## config.mk

```make
export PLATFORM = sky130hd
export DESIGN_NAME = grf_read_arbiter
export DESIGN_NICKNAME = d
export VERILOG_FILES = /design/src/rtl/grf_read_arbiter.sv
export SDC_FILE = /design/constraint.sdc
export NUM_CORES = 1
export LEC_CHECK = 0
export CAP_MARGIN = 40
export CELL_PAD_IN_SITES_DETAIL_PLACEMENT = 1
export CELL_PAD_IN_SITES_GLOBAL_PLACEMENT = 1
export CORE_MARGIN = 2
export CORE_UTILIZATION = 32
export CTS_BUF_LIST = sky130_fd_sc_hd__clkbuf_8
export CTS_CLUSTER_SIZE = 28
export DETAILED_ROUTE_END_ITERATION = 16
export PLACE_DENSITY_LB_ADDON = 0.1
export SLEW_MARGIN = 20
export SYNTH_ARGS = -nofsm -noshare
export SYNTH_HDL_FRONTEND = slang
export SYNTH_SLANG_ARGS = --single-unit
```

## constraint.sdc

```tcl
create_clock -name clk -period 2.71 [get_ports clk]
set_input_delay 0.4065 -clock clk [delete_from_list [all_inputs] [get_ports clk]]
set_output_delay 0.4065 -clock clk [all_outputs]
set_load 0.01 [all_outputs]
```

## src/rtl/grf_read_arbiter.sv

```systemverilog
`default_nettype none
// ============================================================================
// Module   : grf_read_arbiter
// Brief    : Round-robin sharing of the two-read-port GRF between ALU and LSU
//            issue, with drive/free handshakes on request and response sides.
// Revision : 1.0 - initial release
// ============================================================================
module grf_read_arbiter #(
    parameter int DATA_W = 32,
    parameter int ADDR_W = 5
) (
    input  logic              clk,
    input  logic              rstn,
    input  logic              i_Drive_AluToArb_1,
    output logic              o_Free_ArbToAlu_1,
    input  logic [ADDR_W-1:0] i_AluRs1_5,
    input  logic [ADDR_W-1:0] i_AluRs2_5,
    input  logic              i_Drive_LsuToArb_1,
    output logic              o_Free_ArbToLsu_1,
    input  logic [ADDR_W-1:0] i_LsuRs1_5,
    input  logic [ADDR_W-1:0] i_LsuRs2_5,
    output logic              o_GrfRen_1,
    output logic [ADDR_W-1:0] o_GrfRaddr1_5,
    output logic [ADDR_W-1:0] o_GrfRaddr2_5,
    input  logic [DATA_W-1:0] i_GrfRdata1_32,
    input  logic [DATA_W-1:0] i_GrfRdata2_32,
    output logic              o_Drive_ArbToAlu_1,
    input  logic              i_Free_AluToArb_1,
    output logic              o_Drive_ArbToLsu_1,
    input  logic              i_Free_LsuToArb_1,
    output logic [DATA_W-1:0] o_OperandL_32,
    output logic [DATA_W-1:0] o_OperandR_32
);

    localparam logic c_ALU = 1'b0;
    localparam logic c_LSU = 1'b1;

    typedef enum logic [1:0] {
        S_IDLE = 2'd0,
        S_READ = 2'd1,
        S_RESP = 2'd2
    } state_t;

    state_t            state_q;
    logic              rr_last_q;
    logic              owner_q;
    logic              ren_q;
    logic              drv_alu_q;
    logic              drv_lsu_q;
    logic [ADDR_W-1:0] rs1_q;
    logic [ADDR_W-1:0] rs2_q;
    logic [DATA_W-1:0] opl_q;
    logic [DATA_W-1:0] opr_q;

    logic              accept_d;
    logic              owner_d;
    logic              release_d;

    assign accept_d  = i_Drive_AluToArb_1 | i_Drive_LsuToArb_1;
    // LSU wins when it is alone, or when both ask and ALU was served last.
    assign owner_d   = i_Drive_LsuToArb_1 & (~i_Drive_AluToArb_1 | (rr_last_q == c_ALU));
    assign release_d = (owner_q == c_ALU) ? i_Free_AluToArb_1 : i_Free_LsuToArb_1;

    always_ff @(posedge clk or negedge rstn) begin
        if (!rstn) begin
            state_q   <= S_IDLE;
            rr_last_q <= c_LSU;
            owner_q   <= c_ALU;
            ren_q     <= 1'b0;
            drv_alu_q <= 1'b0;
            drv_lsu_q <= 1'b0;
            rs1_q     <= '0;
            rs2_q     <= '0;
            opl_q     <= '0;
            opr_q     <= '0;
        end else begin
            case (state_q)
                S_IDLE: begin
                    if (accept_d) begin
                        owner_q <= owner_d;
                        rs1_q   <= owner_d ? i_LsuRs1_5 : i_AluRs1_5;
                        rs2_q   <= owner_d ? i_LsuRs2_5 : i_AluRs2_5;
                        ren_q   <= 1'b1;
                        state_q <= S_READ;
                    end
                end
                S_READ: begin
                    ren_q     <= 1'b0;
                    // x0 reads as zero whatever the macro returns.
                    opl_q     <= (rs1_q == '0) ? '0 : i_GrfRdata1_32;
                    opr_q     <= (rs2_q == '0) ? '0 : i_GrfRdata2_32;
                    drv_alu_q <= (owner_q == c_ALU);
                    drv_lsu_q <= (owner_q == c_LSU);
                    rr_last_q <= owner_q;
                    state_q   <= S_RESP;
                end
                S_RESP: begin
                    if (release_d) begin
                        drv_alu_q <= 1'b0;
                        drv_lsu_q <= 1'b0;
                        state_q   <= S_IDLE;
                    end
                end
                default: begin
                    ren_q     <= 1'b0;
                    drv_alu_q <= 1'b0;
                    drv_lsu_q <= 1'b0;
                    state_q   <= S_IDLE;
                end
            endcase
        end
    end

    assign o_Free_ArbToAlu_1  = (state_q == S_IDLE);
    assign o_Free_ArbToLsu_1  = (state_q == S_IDLE);
    assign o_GrfRen_1         = ren_q;
    assign o_GrfRaddr1_5      = rs1_q;
    assign o_GrfRaddr2_5      = rs2_q;
    assign o_Drive_ArbToAlu_1 = drv_alu_q;
    assign o_Drive_ArbToLsu_1 = drv_lsu_q;
    assign o_OperandL_32      = opl_q;
    assign o_OperandR_32      = opr_q;

endmodule
`default_nettype wire

```

==> results of run 1 <==
## per-layer routing
layer	track usage (%)	wire length (um)
met5	0	0
met4	6.49	205
met3	4.74	646
met2	29.8	4810
met1	22.7	4390
## where the power goes
| group | internal (mW) | switching, mW | total (mW) |
|---|---|---|---|
| logic | 1.58 | 1.38 | 2.96 |
| clock network | 0.513 | 0.441 | 0.954 |
| registers | 1.81 | 0.385 | 2.20 |
| total | 3.91 | 2.20 | 6.11 |
## through the flow
step | hold WS (ps) | util [%] | cell area [sq um]
after floorplan | 111 | - | 3370
after global placement | 461 | 49.9 | 5130
after detailed placement | 434 | 50.2 | 5160
after CTS | 51.2 | 52.2 | 5370
after global routing | 72.6 | 52.2 | 5370
final | 42.3 | 52.2 | 5370
## sequential cells by signal (all words and copies together), names as in the netlist
name / flops
o_Drive_ArbToAlu_1: 1
state_q: 2
o_OperandL_32: 32
o_OperandR_32: 32
owner_q: 1
o_GrfRaddr2_5: 5
o_GrfRen_1: 1
o_GrfRaddr1_5: 5
o_Drive_ArbToLsu_1: 1
rr_last_q: 1
## area by class of cell
type                            instances  area share, %
Clock inverter                          7           1.65
Clock buffer                            9           2.31
Timing Repair Buffer                  173           32.6
Tap cell                              136           3.17
Inverter                                3          0.210
Sequential cell                        81           37.8
Multi-Input combinational cell        233           22.3
## cells in the mapped netlist (all sizes together)
cell	n
a211oi	1
a21bo	1
a21o	2
buf	20
clkbuf	4
dfrtp	80
dfstp	1
inv	3
mux2	20
mux2i	2
nand2	129
nand2b	1
nor2	3
nor2b	2
nor3	1
o21ai	67
o2bb2ai	2
or4	2
## worst paths after layout
path,slack (ps),from,depth (start not counted),to
setup reg to reg,810,o_GrfRaddr1_5[0],3,o_OperandL_32[8]
hold / removal,40,rstn,1,o_OperandR_32[8]
min in group clk,490,o_OperandR_32[10],2,o_OperandR_32[10]
max in group asynchronous,2000,rstn,2,rr_last_q
setup / recovery,680,state_q[0],2,o_Free_ArbToLsu_1
hold reg to reg,490,o_OperandR_32[10],2,o_OperandR_32[10]
## worst reg2reg max path, cell delays in order, from the launching register on
cell     delay [ps]
dfrtp_1         390
or4_4           550
nor2_4          570
o21ai_0         230
## logic make-up (layout without fill, tap and decap cells)
kind of cell | after synthesis | count (layout) | share of synthesized area (%)
AND/OR/NAND/NOR | 138 | 138 | 16.5
buffers and inverters | 27 | 192 | 4.57
flip-flops | 81 | 81 | 60.2
AO/OA/AOI/OAI | 73 | 73 | 11.4
multiplexers | 22 | 22 | 7.28
==> flow_summary.ini, run 1 <==
[clocking]
cts_resized = 0
clock_tree.root_cell = clkbuf_8
cts_max_level = 3
cts_sinks = 81
cts.clk_slew.worst_paths_ps = 90
hold_buffers = 0
clk_latency_ps = 340
numCtsBuffers = 9
postCtsSetupRepairBufs = 0
cts_tree = yes
clk_path_buf_depth = 2

[synthesis]
yosys.area.top_type = dfrtp_1
synthCells = 341
ys_ff_latch = 81
synth_area_sq_um = 3370
syn-num-nets = 431
synth_cell_types = 24
ys_seq_area_share_pct = 60.2
syn_avg_cell_area_sq_um = 9.88
ys_warn_count = 0
synth_area_leaders = dfrtp_1 (59%), nand2_1 (14%), o21ai_1 (5.2%), o21ai_0 (4.8%), mux2_2 (3.7%)
synth_top_cell_area_share_pct = 59.4

[timing]
final_hold_viol_count = 0
rsz0062_at_grt = no
max_freq_mhz = 492
fin_worst_skew_ps = 11.8
tns_ps = 0
final.min_clock_period_ps = 2030
setup_slack_ps = 676
worstMarginPinSlew_ps = 719
slew_viol_final = 0
final-setup-viol-count = 0
layout_worst_path_cycle_share_pct = 75.1
slew_headroom_pct = 51.9

[drt]
drc = 0
drt_wl_total_um = 10100
drt_iter0_drc = 74
vias = 2990
antenna_left = 0
viasPerCell = 4.66
firstDrtPassIters = 4
wl_per_cell_um = 15.7

[setup_path]
crit_type = flop to output pin
path_max_fanout = 8
required_ps = 2300
worstPathArrival_ps = 1630
crit_path_cell_trace = nor2_1 -> clkdlybuf4s50_1
start_kind = flop
critPathTopFamily = buffers and inverters
critPathMaxStageDelay_ps = 570
cpMaxStageDelayCell = clkdlybuf4s50_1
worst-path-buf-inv = 1
critPathCaptureType = output pin

[cells_and_area]
multi_input_area_sq_um = 1200
layout.cells.non_filler = 642
fin_nets = 591
final_common_cell = clkdlybuf4s50_1
drive_gt1_share_pct = 7.71
fill_cells = 1146
area_growth_pct = 59.3
antenna_cells = 0
final_cell_mix = clkdlybuf4s50_1 (167), nand2_1 (129), dfrtp_1 (80)
register_area_sq_um = 2030

[run]
cap_violations = 0

[floorplan]
die_w_um = 107
dieArea_sq_um = 11400
die_h_um = 107
start_util_pct = 32.8
floorplan.rows = 37
pin_count = 169
core_sq_um = 10300

[global_route]
gr-total-overflow = 0
antenna_found_initial = 0
grt_max_degree = 42
globalRouteTotalUtil_pct = 18.0
grt_pass1_vias = 3171
grt_first_pass_wirelength_um = 16100

[power_and_ir_drop]
pwr_density_cell_nw_per_um2 = 1140
vdd_ir_drop_max_uv = 534
power_mw = 6.11
p_leak_nw = 2.28

[place]
gp_congestion = 0.705
portBuffers = 168
dp_hpwl_um = 7110
place_ws_ps = 741
place_inst = 626

[min_path]
hp-class = input pin to asynchronous set/reset pin

[outcome]
status = completed
Power figures use the tool's default switching activity.
==> run 2: changes to the inputs <==
--- a/config.mk
+++ b/config.mk
@@ -9,7 +9,7 @@
 export CELL_PAD_IN_SITES_DETAIL_PLACEMENT = 1
 export CELL_PAD_IN_SITES_GLOBAL_PLACEMENT = 1
 export CORE_MARGIN = 2
-export CORE_UTILIZATION = 32
+export CORE_UTILIZATION = 30
 export CTS_BUF_LIST = sky130_fd_sc_hd__clkbuf_8
 export CTS_CLUSTER_SIZE = 28
 export DETAILED_ROUTE_END_ITERATION = 16
==> constraint.sdc (replaced) <==
create_clock -name clk -period 2 [get_ports clk]
set_input_delay 0.3 -clock clk [delete_from_list [all_inputs] [get_ports clk]]
set_output_delay 0.3 -clock clk [all_outputs]
set_load 0.01 [all_outputs]
==> flow_summary.ini, run 2 (synthesis gave the netlist of run 1 again) <==
[floorplan]
dieArea_sq_um = 12100
start_util_pct = 30.9
die_h_um = 110
die_w_um = 110
core_sq_um = 10900
floorplan.rows = 38
pin_count = 169

[drt]
firstDrtPassIters = 4
drt_wl_total_um = 10200
wl_per_cell_um = 15.7
viasPerCell = 4.65
drt_iter0_drc = 127
drc = 0
antenna_left = 0
vias = 3024

[timing]
final-setup-viol-count = 0
max_freq_mhz = 531
layout_worst_path_cycle_share_pct = 94.2
fin_worst_skew_ps = 14.9
tns_ps = 0
final_hold_viol_count = 0
slew_viol_final = 0
slew_headroom_pct = 68.3
worstMarginPinSlew_ps = 475
rsz0062_at_grt = no
final.min_clock_period_ps = 1880

[cells_and_area]
fin_nets = 597
register_area_sq_um = 2030
drive_gt1_share_pct = 8.81
antenna_cells = 0
area_growth_pct = 60.6
fill_cells = 1247
final_common_cell = clkdlybuf4s50_1
multi_input_area_sq_um = 1200
final_cell_mix = clkdlybuf4s50_1 (167), nand2_1 (129), dfrtp_1 (80)

[setup_path]
crit_type = flop to output pin
worstPathArrival_ps = 1580
rrSetupSlack_ps = 400
critPathMaxStageDelay_ps = 570
crit_path_cell_trace = nor2_2 -> clkdlybuf4s50_1
start_kind = flop
path_max_fanout = 8
critPathCaptureType = output pin
required_ps = 1700
cpMaxStageDelayCell = clkdlybuf4s50_1
worst-path-buf-inv = 1
critPathTopFamily = buffers and inverters

[outcome]
status = completed

[clocking]
clk_path_buf_depth = 2
numCtsBuffers = 9
clock_tree.root_cell = clkbuf_8
postCtsSetupRepairBufs = 0
cts_tree = yes
cts_sinks = 81
cts.clk_slew.worst_paths_ps = 90
cts_max_level = 3
clk_latency_ps = 350

[power_and_ir_drop]
pwr_density_cell_nw_per_um2 = 1520
power_mw = 8.24
p_leak_nw = 2.31
vdd_ir_drop_max_uv = 585

[global_route]
grt_first_pass_wirelength_um = 16300
grt_pass1_vias = 3202
antenna_found_initial = 0
gr-total-overflow = 0
grt_max_degree = 41
globalRouteTotalUtil_pct = 17.5

[run]
cap_violations = 0

[place]
portBuffers = 168
gp_congestion = 0.700
dp_hpwl_um = 7320

[min_path]
hp-class = input pin to asynchronous set/reset pin
[run 2: cell types whose count changed in the layout (fill, tap and decap cells not counted), sizes merged]
cell	delta
inv	-1
bufinv	-1
clkinvlp	-1
dlygate4sd3	+1
buf	+5
clkbuf	+2
[run 2: power by group]
part / switching (mW) / total (mW) / internal [mW]
logic: 1.88 / 4.05 / 2.18
clock network: 0.580 / 1.21 / 0.631
registers: 0.515 / 2.97 / 2.46
total: 2.97 / 8.24 / 5.27
[run 2: final timing paths]
| path | startpoint | endpoint | cells after the start |
|---|---|---|---|
| min in group clk | rr_last_q | rr_last_q | 2 |
| setup / recovery | state_q[0] | o_Free_ArbToAlu_1 | 2 |
| max in group asynchronous | rstn | o_OperandR_32[18] | 3 |
| hold reg to reg | rr_last_q | rr_last_q | 2 |
| hold / removal | rstn | o_OperandR_32[1] | 2 |
| setup reg to reg | rr_last_q | o_GrfRaddr2_5[0] | 3 |
[run 2: cell type report]
| cell class | instances | area share [%] |
|---|---|---|
| Sequential cell | 81 | 37.5 |
| Tap cell | 140 | 3.24 |
| Clock buffer | 11 | 2.80 |
| Clock inverter | 4 | 0.809 |
| Multi-Input combinational cell | 233 | 22.2 |
| Timing Repair Buffer | 179 | 33.3 |
| Inverter | 3 | 0.208 |
[run 2: layer usage]
metal / part of all wire [%] / global-route usage [%] / routed length, um
met1: 44 / 22.8 / 4490
met2: 48 / 28.6 / 4870
met3: 7.5 / 5.17 / 764
met4: 0.93 / 4.34 / 95
met5: 0 / 0 / 0
[run 2: through the flow]
step / std cells / hold WS (ps) / util (%) / setup WS (ps) / instance area [sq um]
after floorplan: 341 / 4.41 / - / 520 / 3370
after global placement: 635 / 287 / 47.8 / 159 / 5200
after detailed placement: 635 / 287 / 47.8 / 115 / 5200
after CTS: 651 / 461 / 49.7 / 18.7 / 5410
after global routing: 651 / 469 / 49.7 / 17.3 / 5410
final: 651 / 439 / 49.7 / 115 / 5410
[run 2: repair_timing]
item | CTS | global route
setup endpoints to repair | 0 | 2
resized for setup | 0 | 1
hold buffers | 1 | 0
hold endpoints to repair | 31 | 0
